$ cat config.mk
export PLATFORM = sky130hd
export DESIGN_NAME = key_sequencer
export DESIGN_NICKNAME = d
export VERILOG_FILES = /design/src/rtl/key_sequencer.sv
export SDC_FILE = /design/constraint.sdc
export NUM_CORES = 1
export LEC_CHECK = 0
export CAP_MARGIN = 10
export CORE_MARGIN = 3
export CORE_UTILIZATION = 45
export CTS_CLUSTER_SIZE = 8
export DETAILED_ROUTE_END_ITERATION = 8
export GPL_TIMING_DRIVEN = 1
export PLACE_DENSITY = 0.76
export SYNTH_ARGS = -nofsm -noshare
export SYNTH_HDL_FRONTEND = slang
export SYNTH_SLANG_ARGS = --single-unit
$ cat constraint.sdc
create_clock -name clk -period 1.41 [get_ports clk]
set_clock_uncertainty 0.1 [all_clocks]
set_input_delay 0.2115 -clock clk [delete_from_list [all_inputs] [get_ports clk]]
set_output_delay 0.2115 -clock clk [all_outputs]
set_load 0.1 [all_outputs]
$ cat src/rtl/key_sequencer.sv
// rtl/key_sequencer.sv - plus/minus button synchronizer, debouncer and up/down strobe sequencer
// Hold-to-repeat is built only when KEY_SEQ_AUTO_REPEAT_EN is defined.
module key_sequencer #(
  parameter int DEBOUNCE_CYCLES = 16,
  parameter int REPEAT_DELAY    = 64,
  parameter int REPEAT_RATE     = 16,
  parameter int MAX_VAL         = 99,
  parameter int CNT_W           = 7
) (
  input  logic             clk,
  input  logic             rst_n,
  input  logic             plus,
  input  logic             minus,
  input  logic [CNT_W-1:0] count_in,
  output logic             up_o,
  output logic             dn_o,
  output logic             busy
);

  localparam int              DB_W    = $clog2(DEBOUNCE_CYCLES + 1);
  localparam logic [DB_W-1:0] DB_LAST = DB_W'(DEBOUNCE_CYCLES);
  localparam logic [CNT_W-1:0] CNT_MAX = CNT_W'(MAX_VAL);

  if (DEBOUNCE_CYCLES < 1 || REPEAT_DELAY < 2 || REPEAT_RATE < 2 || MAX_VAL >= (1 << CNT_W)) begin : g_bad_cfg
    $error("key_sequencer: invalid parameter set");
  end

  typedef enum logic [2:0] {
    S_IDLE,
    S_FIRST,
    S_HOLD,
    S_REPEAT,
    S_WAIT_REL
  } state_t;

  // Bit 0 is the plus button, bit 1 the minus button throughout.
  logic [1:0]      sync1;
  logic [1:0]      sync2;
  logic [1:0]      db;
  logic [DB_W-1:0] db_cnt [2];

  state_t state_q, state_d;
  logic   dir_q, dir_d;
  logic   strobe;
  logic   up_d, dn_d;

  always_ff @(posedge clk or negedge rst_n) begin
    if (!rst_n) begin
      sync1 <= '0;
      sync2 <= '0;
    end else begin
      sync1 <= {minus, plus};
      sync2 <= sync1;
    end
  end

  // A disagreeing level must persist until the counter reaches DB_LAST before it is accepted.
  always_ff @(posedge clk or negedge rst_n) begin
    if (!rst_n) begin
      db        <= '0;
      db_cnt[0] <= '0;
      db_cnt[1] <= '0;
    end else begin
      for (int i = 0; i < 2; i++) begin
        if (sync2[i] == db[i]) begin
          db_cnt[i] <= '0;
        end else if (db_cnt[i] == DB_LAST) begin
          db[i]     <= sync2[i];
          db_cnt[i] <= '0;
        end else begin
          db_cnt[i] <= db_cnt[i] + 1'b1;
        end
      end
    end
  end

`ifdef KEY_SEQ_AUTO_REPEAT_EN
  localparam int TMR_MAX = (REPEAT_DELAY > REPEAT_RATE) ? REPEAT_DELAY : REPEAT_RATE;
  localparam int TMR_W   = $clog2(TMR_MAX + 1);
  localparam logic [TMR_W-1:0] TMR_DELAY = TMR_W'(REPEAT_DELAY - 1);
  localparam logic [TMR_W-1:0] TMR_RATE  = TMR_W'(REPEAT_RATE - 1);

  logic [TMR_W-1:0] tmr_q, tmr_d;
  logic             held_lvl;
  logic             other_lvl;

  assign held_lvl  = dir_q ? db[0] : db[1];
  assign other_lvl = dir_q ? db[1] : db[0];

  always_ff @(posedge clk or negedge rst_n) begin
    if (!rst_n) begin
      tmr_q <= '0;
    end else begin
      tmr_q <= tmr_d;
    end
  end
`endif

  always_comb begin
    state_d = state_q;
    dir_d   = dir_q;
    strobe  = 1'b0;
`ifdef KEY_SEQ_AUTO_REPEAT_EN
    tmr_d   = tmr_q;
`endif
    case (state_q)
      S_IDLE: begin
        if (db[0] && db[1]) begin
          state_d = S_WAIT_REL;
        end else if (db[0]) begin
          state_d = S_FIRST;
          dir_d   = 1'b1;
        end else if (db[1]) begin
          state_d = S_FIRST;
          dir_d   = 1'b0;
        end
      end
      S_FIRST: begin
        strobe = 1'b1;
`ifdef KEY_SEQ_AUTO_REPEAT_EN
        tmr_d   = TMR_DELAY;
        state_d = S_HOLD;
`else
        state_d = S_WAIT_REL;
`endif
      end
`ifdef KEY_SEQ_AUTO_REPEAT_EN
      S_HOLD, S_REPEAT: begin
        // Release wins over a coincident timer expiry; a second button cancels repeating.
        if (!held_lvl) begin
          state_d = S_IDLE;
        end else if (other_lvl) begin
          state_d = S_WAIT_REL;
        end else if (tmr_q == '0) begin
          strobe  = 1'b1;
          tmr_d   = TMR_RATE;
          state_d = S_REPEAT;
        end else begin
          tmr_d = tmr_q - 1'b1;
        end
      end
`endif
      S_WAIT_REL: begin
        if (db == 2'b00) begin
          state_d = S_IDLE;
        end
      end
      default: begin
        state_d = S_IDLE;
      end
    endcase
  end

  // Out-of-range strobes are dropped here; the sequencer itself never stalls on the limit.
  assign up_d = strobe &&  dir_q && (count_in < CNT_MAX);
  assign dn_d = strobe && !dir_q && (count_in != '0);

  always_ff @(posedge clk or negedge rst_n) begin
    if (!rst_n) begin
      state_q <= S_IDLE;
      dir_q   <= 1'b0;
      up_o    <= 1'b0;
      dn_o    <= 1'b0;
      busy    <= 1'b0;
    end else begin
      state_q <= state_d;
      dir_q   <= dir_d;
      up_o    <= up_d;
      dn_o    <= dn_d;
      busy    <= (state_d != S_IDLE);
    end
  end

endmodule

* After elaboration in Yosys (flattened, before gate mapping)
Cells that the tools add are included.
** Word-level totals
- Register bits :: 23
- Latch bits :: 0
- Bits in writable memories :: 0
- Bits in read-only memories :: 0
- Bits of input ports :: 11
- Logic and storage cells :: 49
- Memories kept :: 0
** Operators by class
- Add/subtract/negate cells :: 2
- Multipliers :: 0
- Div/mod/pow operators :: 0
- Order comparisons :: 1
- Eq/ne operators :: 6
- Shift operators :: 0
- Mux-type cells :: 12
- Bitwise logic cells :: 3
- Reductions and logical operators :: 14
** Operator list (number)
- two-way mux 5 bit :: 4
- two-way mux 3 bit :: 4
- adder 5 x 1 -> 5 bit (second input constant) :: 2
- == test 5 bit (second input constant) :: 2
- case mux 3 bit (3 select lines) :: 1
- < comparator 7 bit (second input constant) :: 1
- nonzero test 7 bit :: 1
- logical AND 1 bit :: 5
- AND reduction 2 bit :: 2
- == test 3 x 1 -> 1 bit (second input constant) :: 1
- == test 3 bit (second input constant) :: 1
- logical NOT 3 bit :: 1
- two-way mux 1 bit :: 3
- NOT 1 bit :: 3
- AND reduction 3 bit :: 1
- nonzero test 3 bit :: 1
- == test 1 bit :: 2
- logical NOT 2 bit :: 1
- nonzero test 2 bit :: 1
- logical NOT 1 bit :: 1

* Depth between registers and ports, before layout
- Word-level depth :: 5
- Depth in mapped cells :: 6
- Depth with buffers taken out :: 5

* Worst setup path before layout
Ideal clock, no wire load.
- Kind :: register to register
- Start :: register db[0]
- End :: register dir_q
- Arrival :: 1166 ps
- Data required time :: 1185 ps
- Setup slack :: 20 ps
- Cell stages (with the launch flop) :: 6
- Buffers on the path :: 1
- Clock period less this slack :: 1390 ps
- Path through :: dfrtp_1 -> buf_2 -> inv_1 -> ha_1 -> nand3b_1 -> mux2_2
** Between the ends
- Cells in the longest elaborated chain, start to end :: 3
- Elaborated cells between the ends (all ways) :: 5
- Those cells by class :: 1 x mux; 1 x bitwise; 3 x reduce/logical
** Ends and longest elaborated chain
- start, declared :: RTL line 39 : logic [1:0] db;
- start signal, assigned by index :: RTL line 68 : db[i] <= sync2[i];
- logical AND 1 bit :: RTL line 108 : if (db[0] && db[1]) begin
- NOT 1 bit (no source line)
- AND reduction 3 bit (no source line)
- end signal, assigned :: RTL line 167 : dir_q <= dir_d;
- end, declared :: RTL line 43 : logic dir_q, dir_d;
Several ways; a longest one is shown, not always the timed one.
A chain may end at the register's enable or synchronous reset.

* Worst setup path after layout
- Start :: register db_cnt[1] (netlist bit)
- End :: register db[1]
** Between the ends
- Cells in the longest elaborated chain, start to end :: 2
** Ends and longest elaborated chain
- start, declared :: RTL line 40 : logic [DB_W-1:0] db_cnt [2];
- start signal, assigned by index :: RTL line 71 : db_cnt[i] <= db_cnt[i] + 1'b1;
- == test 5 bit :: RTL line 67 : end else if (db_cnt[i] == DB_LAST) begin
- AND reduction 2 bit (no source line)
No other way between the ends.

==> impl_metrics.json <==
{
  "num_vias": 658,
  "synth_area_um2": 987,
  "grt_pass1_vias": 663,
  "core_mm2": 0.00202,
  "crit_end": "db[1]$_DFFE_PN0P_",
  "fin_crit_ns": 1.36,
  "clk_pin_slew_worst_paths_ns": 0.12,
  "cp_max_fo": 2,
  "drt_iter0_drc": 5,
  "start_util_pct": 48.8,
  "holdWs_ns": 0.150,
  "synth_fp_nets": 103,
  "syn_inst": 87,
  "drt.antenna.violating_nets": 0,
  "fin_setup_tns_ns": 0,
  "yosysSeqAreaShare_pct": 58.3,
  "design_area_mm2": 0.00127,
  "vdd_drop_max_v": 0.000512,
  "worst-r2r-cell-count": 5,
  "drc_errors": 0,
  "overflow": 0,
  "outcome": "finished, final reports clean",
  "timing.fmax_ghz": 0.733,
  "dpl-instance-area_mm2": 0.00121,
  "cts_tree": "done",
  "yosysWarnings": 0,
  "cts_made_buffers": 3,
  "fillers": 159,
  "slew_viol_final": 0,
  "setup_viol": 0,
  "crit_required_ns": 1.51,
  "grt_first_pass_wirelength_um": 2860,
  "die_height_um": 52.8,
  "r2r_setup_slack_ns": 0.05,
  "rows": 16,
  "antenna_found_initial": 0,
  "powerDensity_mw_per_mm2": 859,
  "final_cell_mix": "dfrtp_1, clkdlybuf4s50_1, nor2_1",
  "area_delta_synth_final_pct": 28.8,
  "hold_viol_final": 0,
  "cts.root.buffer_cell": "clkbuf_4",
  "cp-startpoint": "db_cnt[1]$_DFF_PN0_",
  "grt_max_degree": 24,
  "path_class": "register to register",
  "startpoint_type": "register",
  "maxCapViolCount": 0,
  "route.final.wire_length_um": 1630,
  "r2r_start": "db_cnt[1]$_DFF_PN0_",
  "end_kind": "register",
  "ios": 14,
  "detail_route.wl_per_cell_um": 12.0,
  "fin_util_pct": 62.9,
  "grt_usage_pct": 14.7,
  "clockBufferDepth": 2,
  "via_per_inst": 4.87,
  "synth_seq_cells": 23,
  "cp.arrival_ns": 1.46,
  "fin_nets": 125,
  "synth_cell_type_count": 22,
  "drt_pass1_iterations": 4,
  "layout-drive-gt1-share_pct": 19.4,
  "hpwl_um": 1210,
  "rsz0062_at_grt": "yes",
  "finalCritPeriodShare_pct": 96.8,
  "cellLeakagePower_uw": 0.000581,
  "n_antenna_cell": 0,
  "die_x_um": 52.8,
  "clock_latency_ns": 0.30,
  "final_common_cell": "dfrtp_1",
  "r2r-end": "db[1]$_DFFE_PN0P_",
  "avgSynthCellArea_um2": 11.3,
  "cts.sinks": 23,
  "dieArea_mm2": 0.00279,
  "htreeDepth": 1,
  "portBuffers": 13,
  "routabilityCongestion": 0.727,
  "worstHoldPathType": "primary input to async pin"
}
==> cell families (layout without fill, tap and decap cells) <==
family	count (synthesis)	count (layout)	share of synthesized area [%]
simple gates	31	31	15.3
flops	23	23	58.3
xor+xnor	9	9	7.98
buf+inv	8	29	3.29
compound gates	7	7	4.94
fa+ha+maj	5	5	6.34
mux	3	3	3.42
other cells	1	1	0.380
==> routing by layer <==
metal	wire length, um	global-route usage, %	share of wire, %	up-vias
met2	793	23.1	49	6
met1	757	18.2	47	317
li1	-	-	-	331
met4	32	8.94	2.0	0
met5	0	0	0	-
met3	42	3.42	2.6	4
==> metrics by stage <==
| step | setup slack [ns] | std cells | total power (uW) |
|---|---|---|---|
| floorplan | 0.0195 | 87 | 743 |
| global placement | 0.0362 | 130 | 799 |
| detailed placement | -0.00145 | 130 | 803 |
| CTS | 0.0175 | 134 | 1110 |
| global route | 0.00362 | 135 | 1150 |
| finish | 0.0456 | 135 | 1090 |
==> sequential cells by signal (all words and copies together) (netlist names) <==
signal	count
dn_o	1
sync1	2
dir_q	1
sync2	2
db	2
db_cnt	10
state_q	3
up_o	1
busy	1
==> layout make-up <==
type | count | area, um^2 | area share (%)
Clock buffer | 4 | 26.3 | 2.07
Inverter | 6 | 22.5 | 1.77
Multi-Input combinational cell | 56 | 408 | 32.1
Sequential cell | 23 | 576 | 45.3
Tap cell | 27 | 33.8 | 2.66
Timing Repair Buffer | 19 | 205 | 16.1
==> report_power, final <==
group | switching (uW) | internal [uW] | total [uW]
sequential | 16.7 | 680 | 697
clock | 184 | 110 | 295
combinational | 45.3 | 55.4 | 101
==> Yosys cell counts <==
| cell type | number | share of area, % |
|---|---|---|
| xnor2_1 | 5 | 4.4 |
| clkbuf_2 | 1 | 0.51 |
| nand3_1 | 5 | 2.5 |
| o21a_1 | 2 | 1.5 |
| mux2_2 | 3 | 3.4 |
| nand2_1 | 5 | 1.9 |
| inv_1 | 6 | 2.3 |
| xor2_1 | 4 | 3.5 |
| conb_1 | 1 | 0.38 |
| nor4_1 | 2 | 1.3 |
| o31ai_1 | 2 | 1.5 |
| a31oi_1 | 1 | 0.63 |
| nand3b_1 | 1 | 0.76 |
| a211oi_1 | 1 | 0.76 |
| a21oi_1 | 1 | 0.51 |
| ha_1 | 5 | 6.3 |
| dfrtp_1 | 23 | 58 |
| or3b_1 | 1 | 0.89 |
| buf_2 | 1 | 0.51 |
| nor3_1 | 4 | 2.0 |
| nor2_1 | 9 | 3.4 |
| and2_1 | 4 | 2.5 |
==> critical path, cell delays in order, from the launching register on <==
cell,delay (ns)
dfrtp_1,0.39
inv_1,0.06
ha_1,0.15
nand2_2,0.07
nor3_2,0.15
mux2_4,0.32
==> how the worst min path moves through the flow <==
stage                           to  cells after the start
3_3_place_gp    sync2[0]$_DFF_PN0_                      0
4_1_cts        db_cnt[3]$_DFF_PN0_                      2
6_report            up_o$_DFF_PN0_                      2
3_5_place_dp    sync2[1]$_DFF_PN0_                      0
2_1_floorplan       busy$_DFF_PN0_                      0
5_1_grt         sync2[1]$_DFF_PN0_                      2
==> what timing repair did <==
item,4_1_cts,5_1_grt
gates cloned,0,0
pin swaps,0,1
setup buffers,0,1
resized for setup,1,6
setup endpoints to repair,1,10
hold buffers,0,0
Note: power is estimated with default switching activity, not from simulation.
